==> src/rtl/debounce_pkg.sv <==
// -----------------------------------------------------------------------------
// debounce_pkg
// Shared definitions for the multi-channel debouncer:
//   - state_e   : per-channel FSM state encoding (2 bits, all codes used)
//   - cnt_fits  : elaboration-time check that STABLE_CNT-1 fits in CNT_W bits
// -----------------------------------------------------------------------------
package debounce_pkg;

  typedef enum logic [1:0] {
    S_ZERO  = 2'b00,  // stable low,  dout = 0
    S_WAIT1 = 2'b01,  // qualifying a rise, dout = 0
    S_ONE   = 2'b10,  // stable high, dout = 1
    S_WAIT0 = 2'b11   // qualifying a fall, dout = 1
  } state_e;

  // True when 1 <= stable_cnt <= 2^cnt_w - 1, so the counter never has to
  // hold a value it cannot represent and never wraps.
  function automatic bit cnt_fits(input int cnt_w, input int stable_cnt);
    longint max_v;
    bit     ok;
    if ((cnt_w < 32'sd1) || (cnt_w > 32'sd62)) begin
      ok = 1'b0;
    end else begin
      max_v = (64'sd1 <<< cnt_w) - 64'sd1;
      ok    = (stable_cnt >= 32'sd1) && (longint'(stable_cnt) <= max_v);
    end
    return ok;
  endfunction

endpackage

==> src/rtl/debounce_multi_ch.sv <==
// -----------------------------------------------------------------------------
// debounce_ch
// One debouncer channel: input synchroniser, 4-state FSM, stability counter
// and registered dout / rise / fall.
// Ports:
//   clk_i   in   system clock (rising edge)
//   rst_i   in   asynchronous active-high reset
//   tick_i  in   count enable for the stability counter
//   din_i   in   raw asynchronous input
//   dout_o  out  debounced level (registered)
//   rise_o  out  1-cycle strobe on dout 0->1 (registered)
//   fall_o  out  1-cycle strobe on dout 1->0 (registered)
// -----------------------------------------------------------------------------
module debounce_ch
  import debounce_pkg::*;
#(
  parameter int   CNT_W       = 16,
  parameter int   STABLE_CNT  = 1000,
  parameter int   SYNC_STAGES = 2,
  parameter logic D_INIT      = 1'b0
) (
  input  logic clk_i,
  input  logic rst_i,
  input  logic tick_i,
  input  logic din_i,
  output logic dout_o,
  output logic rise_o,
  output logic fall_o
);

  localparam logic [CNT_W-1:0] CNT_LAST = CNT_W'(STABLE_CNT - 1);
  localparam logic [CNT_W-1:0] CNT_ONE  = CNT_W'(1);

  logic [SYNC_STAGES-1:0] sync_q;
  logic                   din_s;
  state_e                 state_q;
  logic [CNT_W-1:0]       cnt_q;
  logic                   dout_q;
  logic                   rise_q;
  logic                   fall_q;

  // Synchroniser chain; resets to the channel's initial level so that no
  // spurious edge is seen right after reset.
  always_ff @(posedge clk_i or posedge rst_i) begin
    if (rst_i) begin
      sync_q <= {SYNC_STAGES{D_INIT}};
    end else begin
      sync_q <= {sync_q[SYNC_STAGES-2:0], din_i};
    end
  end

  assign din_s = sync_q[SYNC_STAGES-1];

  // Debounce FSM with counter and registered outputs. In the WAIT states the
  // abort test comes first, so a reverting input beats a completing count.
  always_ff @(posedge clk_i or posedge rst_i) begin
    if (rst_i) begin
      state_q <= D_INIT ? S_ONE : S_ZERO;
      cnt_q   <= '0;
      dout_q  <= D_INIT;
      rise_q  <= 1'b0;
      fall_q  <= 1'b0;
    end else begin
      rise_q <= 1'b0;
      fall_q <= 1'b0;
      case (state_q)
        S_ZERO: begin
          if (din_s) begin
            state_q <= S_WAIT1;
            cnt_q   <= '0;
          end else begin
            state_q <= S_ZERO;
          end
        end
        S_ONE: begin
          if (!din_s) begin
            state_q <= S_WAIT0;
            cnt_q   <= '0;
          end else begin
            state_q <= S_ONE;
          end
        end
        S_WAIT1: begin
          if (!din_s) begin
            state_q <= S_ZERO;
          end else if (tick_i && (cnt_q == CNT_LAST)) begin
            state_q <= S_ONE;
            dout_q  <= 1'b1;
            rise_q  <= 1'b1;
          end else if (tick_i) begin
            cnt_q <= cnt_q + CNT_ONE;
          end else begin
            state_q <= S_WAIT1;
          end
        end
        S_WAIT0: begin
          if (din_s) begin
            state_q <= S_ONE;
          end else if (tick_i && (cnt_q == CNT_LAST)) begin
            state_q <= S_ZERO;
            dout_q  <= 1'b0;
            fall_q  <= 1'b1;
          end else if (tick_i) begin
            cnt_q <= cnt_q + CNT_ONE;
          end else begin
            state_q <= S_WAIT0;
          end
        end
        default: begin
          // Unreachable with a 2-bit fully-used encoding; recover to low.
          state_q <= S_ZERO;
          cnt_q   <= '0;
          dout_q  <= 1'b0;
        end
      endcase
    end
  end

  assign dout_o = dout_q;
  assign rise_o = rise_q;
  assign fall_o = fall_q;

endmodule

==> src/rtl/debounce_multi.sv <==
// -----------------------------------------------------------------------------
// debounce_multi
// NCH independent debouncer channels sharing clock, reset and tick enable,
// plus a summary flag raised whenever any channel strobes.
// Ports:
//   clk         in   system clock (rising edge)
//   rst         in   asynchronous active-high reset
//   tick        in   shared count enable (tie high for per-clock counting)
//   din         in   [NCH] raw asynchronous inputs
//   dout        out  [NCH] debounced levels (registered)
//   rise        out  [NCH] 1-cycle strobes on 0->1
//   fall        out  [NCH] 1-cycle strobes on 1->0
//   any_change  out  OR of all rise|fall bits
// -----------------------------------------------------------------------------
module debounce_multi
  import debounce_pkg::*;
#(
  parameter int             NCH         = 4,
  parameter int             CNT_W       = 16,
  parameter int             STABLE_CNT  = 1000,
  parameter int             SYNC_STAGES = 2,
  parameter logic [NCH-1:0] D_INIT      = {NCH{1'b0}}
) (
  input  logic           clk,
  input  logic           rst,
  input  logic           tick,
  input  logic [NCH-1:0] din,
  output logic [NCH-1:0] dout,
  output logic [NCH-1:0] rise,
  output logic [NCH-1:0] fall,
  output logic           any_change
);

  // Parameter sanity is resolved at elaboration, never in hardware.
  if (!cnt_fits(CNT_W, STABLE_CNT)) begin : g_cnt_chk
    $error("debounce_multi: STABLE_CNT=%0d does not fit in CNT_W=%0d bits", STABLE_CNT, CNT_W);
  end
  if (SYNC_STAGES < 2) begin : g_sync_chk
    $error("debounce_multi: SYNC_STAGES=%0d, at least 2 required", SYNC_STAGES);
  end

  for (genvar i = 0; i < NCH; i++) begin : g_ch
    debounce_ch #(
      .CNT_W       (CNT_W),
      .STABLE_CNT  (STABLE_CNT),
      .SYNC_STAGES (SYNC_STAGES),
      .D_INIT      (D_INIT[i])
    ) u_ch (
      .clk_i  (clk),
      .rst_i  (rst),
      .tick_i (tick),
      .din_i  (din[i]),
      .dout_o (dout[i]),
      .rise_o (rise[i]),
      .fall_o (fall[i])
    );
  end

  // Strobes are registered, so this OR is glitch-free at the clock edge.
  assign any_change = |(rise | fall);

endmodule

==> config.mk <==
export PLATFORM = sky130hd
export DESIGN_NAME = debounce_multi
export DESIGN_NICKNAME = d
export VERILOG_FILES = /design/src/rtl/debounce_pkg.sv /design/src/rtl/debounce_multi_ch.sv /design/src/rtl/debounce_multi.sv
export SDC_FILE = /design/constraint.sdc
export NUM_CORES = 1
export LEC_CHECK = 0
export CORE_ASPECT_RATIO = 1.25
export CORE_MARGIN = 2
export CORE_UTILIZATION = 50
export CTS_BUF_LIST = sky130_fd_sc_hd__clkbuf_4
export DETAILED_ROUTE_END_ITERATION = 8
export PLACE_DENSITY_LB_ADDON = 0.08
export SETUP_SLACK_MARGIN = 0.02
export SLEW_MARGIN = 40
export SYNTH_ARGS = -nofsm -noshare
export SYNTH_HDL_FRONTEND = slang
export SYNTH_SLANG_ARGS = --single-unit
export TNS_END_PERCENT = 20
==> constraint.sdc <==
create_clock -name clk -period 8.3 [get_ports clk]
set_input_delay 1.66 -clock clk [delete_from_list [all_inputs] [get_ports clk]]
set_output_delay 1.66 -clock clk [all_outputs]
set_load 0.05 [all_outputs]
==> results.md <==
Outcome:
- The run finished with clean final reports.

Detailed routing:
- The via count normalized by instance count is approximately 6.
- The routed wire length per instance is about 16 µm.
- The DRC marker count from the first detailed-route iteration is 165.
- The total routed wirelength is 10500 µm.
- The remaining design rule violation count is 0.
- Across all layers, the routed design uses slightly below 4000 vias.
- The remaining antenna violation count after routing is 0.
- The iteration count of the initial detailed-routing pass is 4.

Power and ir drop:
- Of the total power, the share spent switching nets is 0.283.
- Of the total power, registers draw 0.574.
- The total power draw is 869 µW.
- The power share of the clock group is 0.338.
- The peak supply drop is 89.1 µV.
- For this design the ratio of total power to cell area is roughly 170 nW/µm².
- The internal power is 623 µW.
- Summed over all cells, the static leakage comes to between 2 and 2.5 nW.
- For this design the total switching power over the nets is 246 µW.
- The share of total power dissipated in combinational logic is 0.089.

Worst setup path:
- Among cell families on the critical path, the largest total delay comes from buffers and inverters.
- The type of element capturing the critical path is a primary output.
- The setup path with the least slack is of type reg -> out.
- The stage delay of the slowest cell on the critical path is 710 ps.
- The endpoint arrival time on the critical path is 2120 ps.
- STA classifies the critical path startpoint as a flip-flop.
- Along the worst path, the maximum fanout reaches 2.
- For the worst setup path, the data required time is 6640 ps.
- Traced cell by cell, the critical path runs through nor4_1, nand2_1, clkdlybuf4s50_1.
- Counting both buffers and inverters, the worst setup path holds a total of 1.
- Among all stages on the critical path, the largest delay is contributed by sky130_fd_sc_hd__clkdlybuf4s50_1.

Job:
- Across the run, the number of max-cap violations was 0.

Floorplanning:
- The floorplan die width is between 90 and 100 µm.
- The core outline area is 9560 µm².
- The count of standard-cell rows is 40.
- In this run the count of I/O pins placed on the die edge is 20.
- The die footprint is 10600 µm².
- The initial utilization of the core area, before any placement, comes to 0.513.
- The vertical die dimension is approximately 110 µm.

Finish:
- The filler-free cell count of the finished design is 643.
- The proportion of layout cells with a drive suffix above 1 is 0.0561.
- The count of inserted antenna diode cells is 0.
- The final cell area excluding filler cells is 5260 µm².
- The utilization after layout is 0.551.
- Relative to the synthesized area, the layout overhead comes to 7.35%.
- At the end of the flow, the number of nets in the layout was 523.
- The most common library cell in the layout ignoring fill and taps is sky130_fd_sc_hd__dfrtp_1.
- The top cell types in the final layout, fill and taps aside, are sky130_fd_sc_hd__dfrtp_1, sky130_fd_sc_hd__nand2_1, sky130_fd_sc_hd__a21oi_1.

Timing:
- The summed negative setup slack over all endpoints is 0 ps.
- Setup repair after global routing left no endpoint under its margin.
- The actual transition at the worst max-transition pin is 730 ps.
- Static timing analysis puts the maximum clock frequency at 265 MHz.
- The relative max-transition margin is 0.510.
- The worst-case clock skew is about 15 ps.
- For the finished layout, the period the worst path requires is 3780 ps.
- The number of setup violations in the final report is 0.
- Setup slack closes at 4520 ps.
- The max-slew violation count is 0.
- The hold violation total from the final report is 0.
- The final worst-path cycle share is 0.455.
- The worst-case hold slack is 363 ps.

Synth:
- Of all flip-flops after synthesis, the portion carrying an async set or reset was 1.00.
- The count of distinct cell types in the synthesized netlist is 57.
- The average cell area after synthesis is 9.58 µm².
- Yosys mapped a number of flops with a built-in enable equal to 0.
- The number of nets produced by synthesis is between 500 and 600.
- The most common flop cell mapped by yosys is sky130_fd_sc_hd__dfrtp_1.
- The share of the Yosys chip area taken by registers is 0.470.
- The share of the synthesized area in the top cell type is 0.470.
- For this run, the number of Yosys warnings is 0.
- After synthesis, the cell types taking the most area are sky130_fd_sc_hd__dfrtp_1, sky130_fd_sc_hd__nand2_1, sky130_fd_sc_hd__a21oi_1, sky130_fd_sc_hd__or4_1, sky130_fd_sc_hd__nand3_1.
- Of all cell types, the one taking the most synthesized area is sky130_fd_sc_hd__dfrtp_1.
- Synthesis handed over a netlist of between 500 and 600 instances.
- Counting flops and latches in the post-synthesis netlist gives 92.
- The cell area after synthesis is 4900 µm².

Placement:
- After legalization and detailed placement, the total HPWL measured 7220 µm.
- Counting tap cells, the placed design contains a total of 627 instances.
- During placement, the flow inserted port buffers numbering 19.
- Summing all placed instances gives a cell area of 5100 µm².
- Prior to clock tree synthesis, the placed netlist has a worst setup slack of 4130 ps.
- The global placer's final weighted congestion is 0.817.

CTS:
- The clock tree root buffer cell is sky130_fd_sc_hd__clkbuf_4.
- The total number of H-tree levels is 3.
- The number of buffers added for setup after CTS is 0.
- Buffers inserted to repair hold after CTS numbered 0.
- The number of CTS-inserted buffers is 9.
- TritonCTS built the clock tree.
- The maximum clock insertion buffer count is 2.
- The number of sinks handled by clock tree synthesis is 92.
- Gates resized during post-CTS repair numbered 0.
- For the worst-skew pair, the clock arrives at the later sink with an insertion delay of 480 ps.
- The register clock-pin slew on the reported worst setup and hold paths is 150 ps.

Global route:
- The global-route wire length before repair is 17900 µm.
- For met3 alone, demand over resource in global routing was 0.0421.
- The layer flagged by global routing as most heavily used is met2.
- In the global route stage, met1 resource usage came out at 0.262.
- For met2 alone, demand over resource in global routing was 0.368.
- Summed over all layers, the global routing overflow is 0.
- Entering global routing, the biggest net connects 57 pins.
- The initial antenna violation count is 0.
- The overall fraction of global-route tracks in use is 0.211.
- The number of global-route vias before repair is 3821.

Hold path:
- The class of the worst hold path is reg -> reg.
-- metal layers --
| metal | vias to the layer above | routed length, µm |
|---|---|---|
| met5 | - | 0 |
| met4 | 0 | 166 |
| met3 | 11 | 266 |
| met2 | 57 | 5370 |
| met1 | 1979 | 4720 |
| li1 | 1930 | - |
-- power groups by stage --
stage	clock network, mW	registers [mW]	logic (mW)
6_report	0.294	0.499	0.0771
3_3_place_gp	0	0.505	0.0748
3_5_place_dp	0	0.506	0.0782
4_1_cts	0.302	0.498	0.0782
2_1_floorplan	0	0.493	0.0675
5_1_grt	0.325	0.504	0.0884
-- final timing paths --
kind	start	to	slack [ps]	cells past startpoint
min in group asynchronous	rst	g_ch[2].u_ch.cnt_q[15]$_DFFE_PP0P_	1550	2
setup reg to reg	g_ch[3].u_ch.cnt_q[11]$_DFFE_PP0P_	flip-flop	6100	4
hold / removal	g_ch[3].u_ch.sync_q[0]$_DFF_PP0_	g_ch[3].u_ch.sync_q[1]$_DFF_PP0_	360	0
hold reg to reg	g_ch[3].u_ch.sync_q[0]$_DFF_PP0_	g_ch[3].u_ch.sync_q[1]$_DFF_PP0_	360	0
setup / recovery	g_ch[0].u_ch.fall_o$_DFF_PP0_	any_change	4520	3
max in group asynchronous	rst	g_ch[1].u_ch.cnt_q[13]$_DFFE_PP0P_	5630	3
-- Yosys cell counts (12+ instances only) --
cell and number:
sky130_fd_sc_hd__clkbuf_1 14, sky130_fd_sc_hd__dfrtp_1 92, sky130_fd_sc_hd__nor2_1 20, sky130_fd_sc_hd__inv_1 18, sky130_fd_sc_hd__nand2_1 48, sky130_fd_sc_hd__or4_1 22, sky130_fd_sc_hd__and4_1 14, sky130_fd_sc_hd__or3_1 15
sky130_fd_sc_hd__nand4_1 18, sky130_fd_sc_hd__nor3_1 14, sky130_fd_sc_hd__o21ai_0 20, sky130_fd_sc_hd__nand3_1 29, sky130_fd_sc_hd__a21oi_1 34, sky130_fd_sc_hd__and3_1 18, sky130_fd_sc_hd__o31ai_1 17, sky130_fd_sc_hd__buf_4 12
-- layout make-up --
| cell class | instances | area [µm²] |
|---|---|---|
| Sequential cell | 92 | 2300 |
| Timing Repair Buffer | 22 | 213 |
| Inverter | 18 | 68.8 |
| Tap cell | 126 | 158 |
| Fill cell | 882 | 4300 |
| Multi-Input combinational cell | 369 | 2360 |
| Clock buffer | 9 | 67.6 |
| Clock inverter | 7 | 97.6 |
-- flip-flops by register name, indices dropped and copies added, names as in the netlist, named ones only --
name	count
g_ch.u_ch.cnt_q	64
g_ch.u_ch.fall_o	4
g_ch.u_ch.sync_q	8
g_ch.u_ch.state_q	4
g_ch.u_ch.rise_o	4
g_ch.u_ch.dout_o	4
-- logic make-up after synthesis --
| kind of cell | Yosys count | synth area share |
|---|---|---|
| simple gates | 233 | 0.276 |
| compound gates | 109 | 0.147 |
| flops | 92 | 0.470 |
| buf+inv | 51 | 0.0498 |
| mux | 12 | 0.0253 |
| xor+xnor | 11 | 0.0227 |
| fa+ha+maj | 4 | 0.0102 |
No activity file was read; power rests on OpenSTA's default activity.
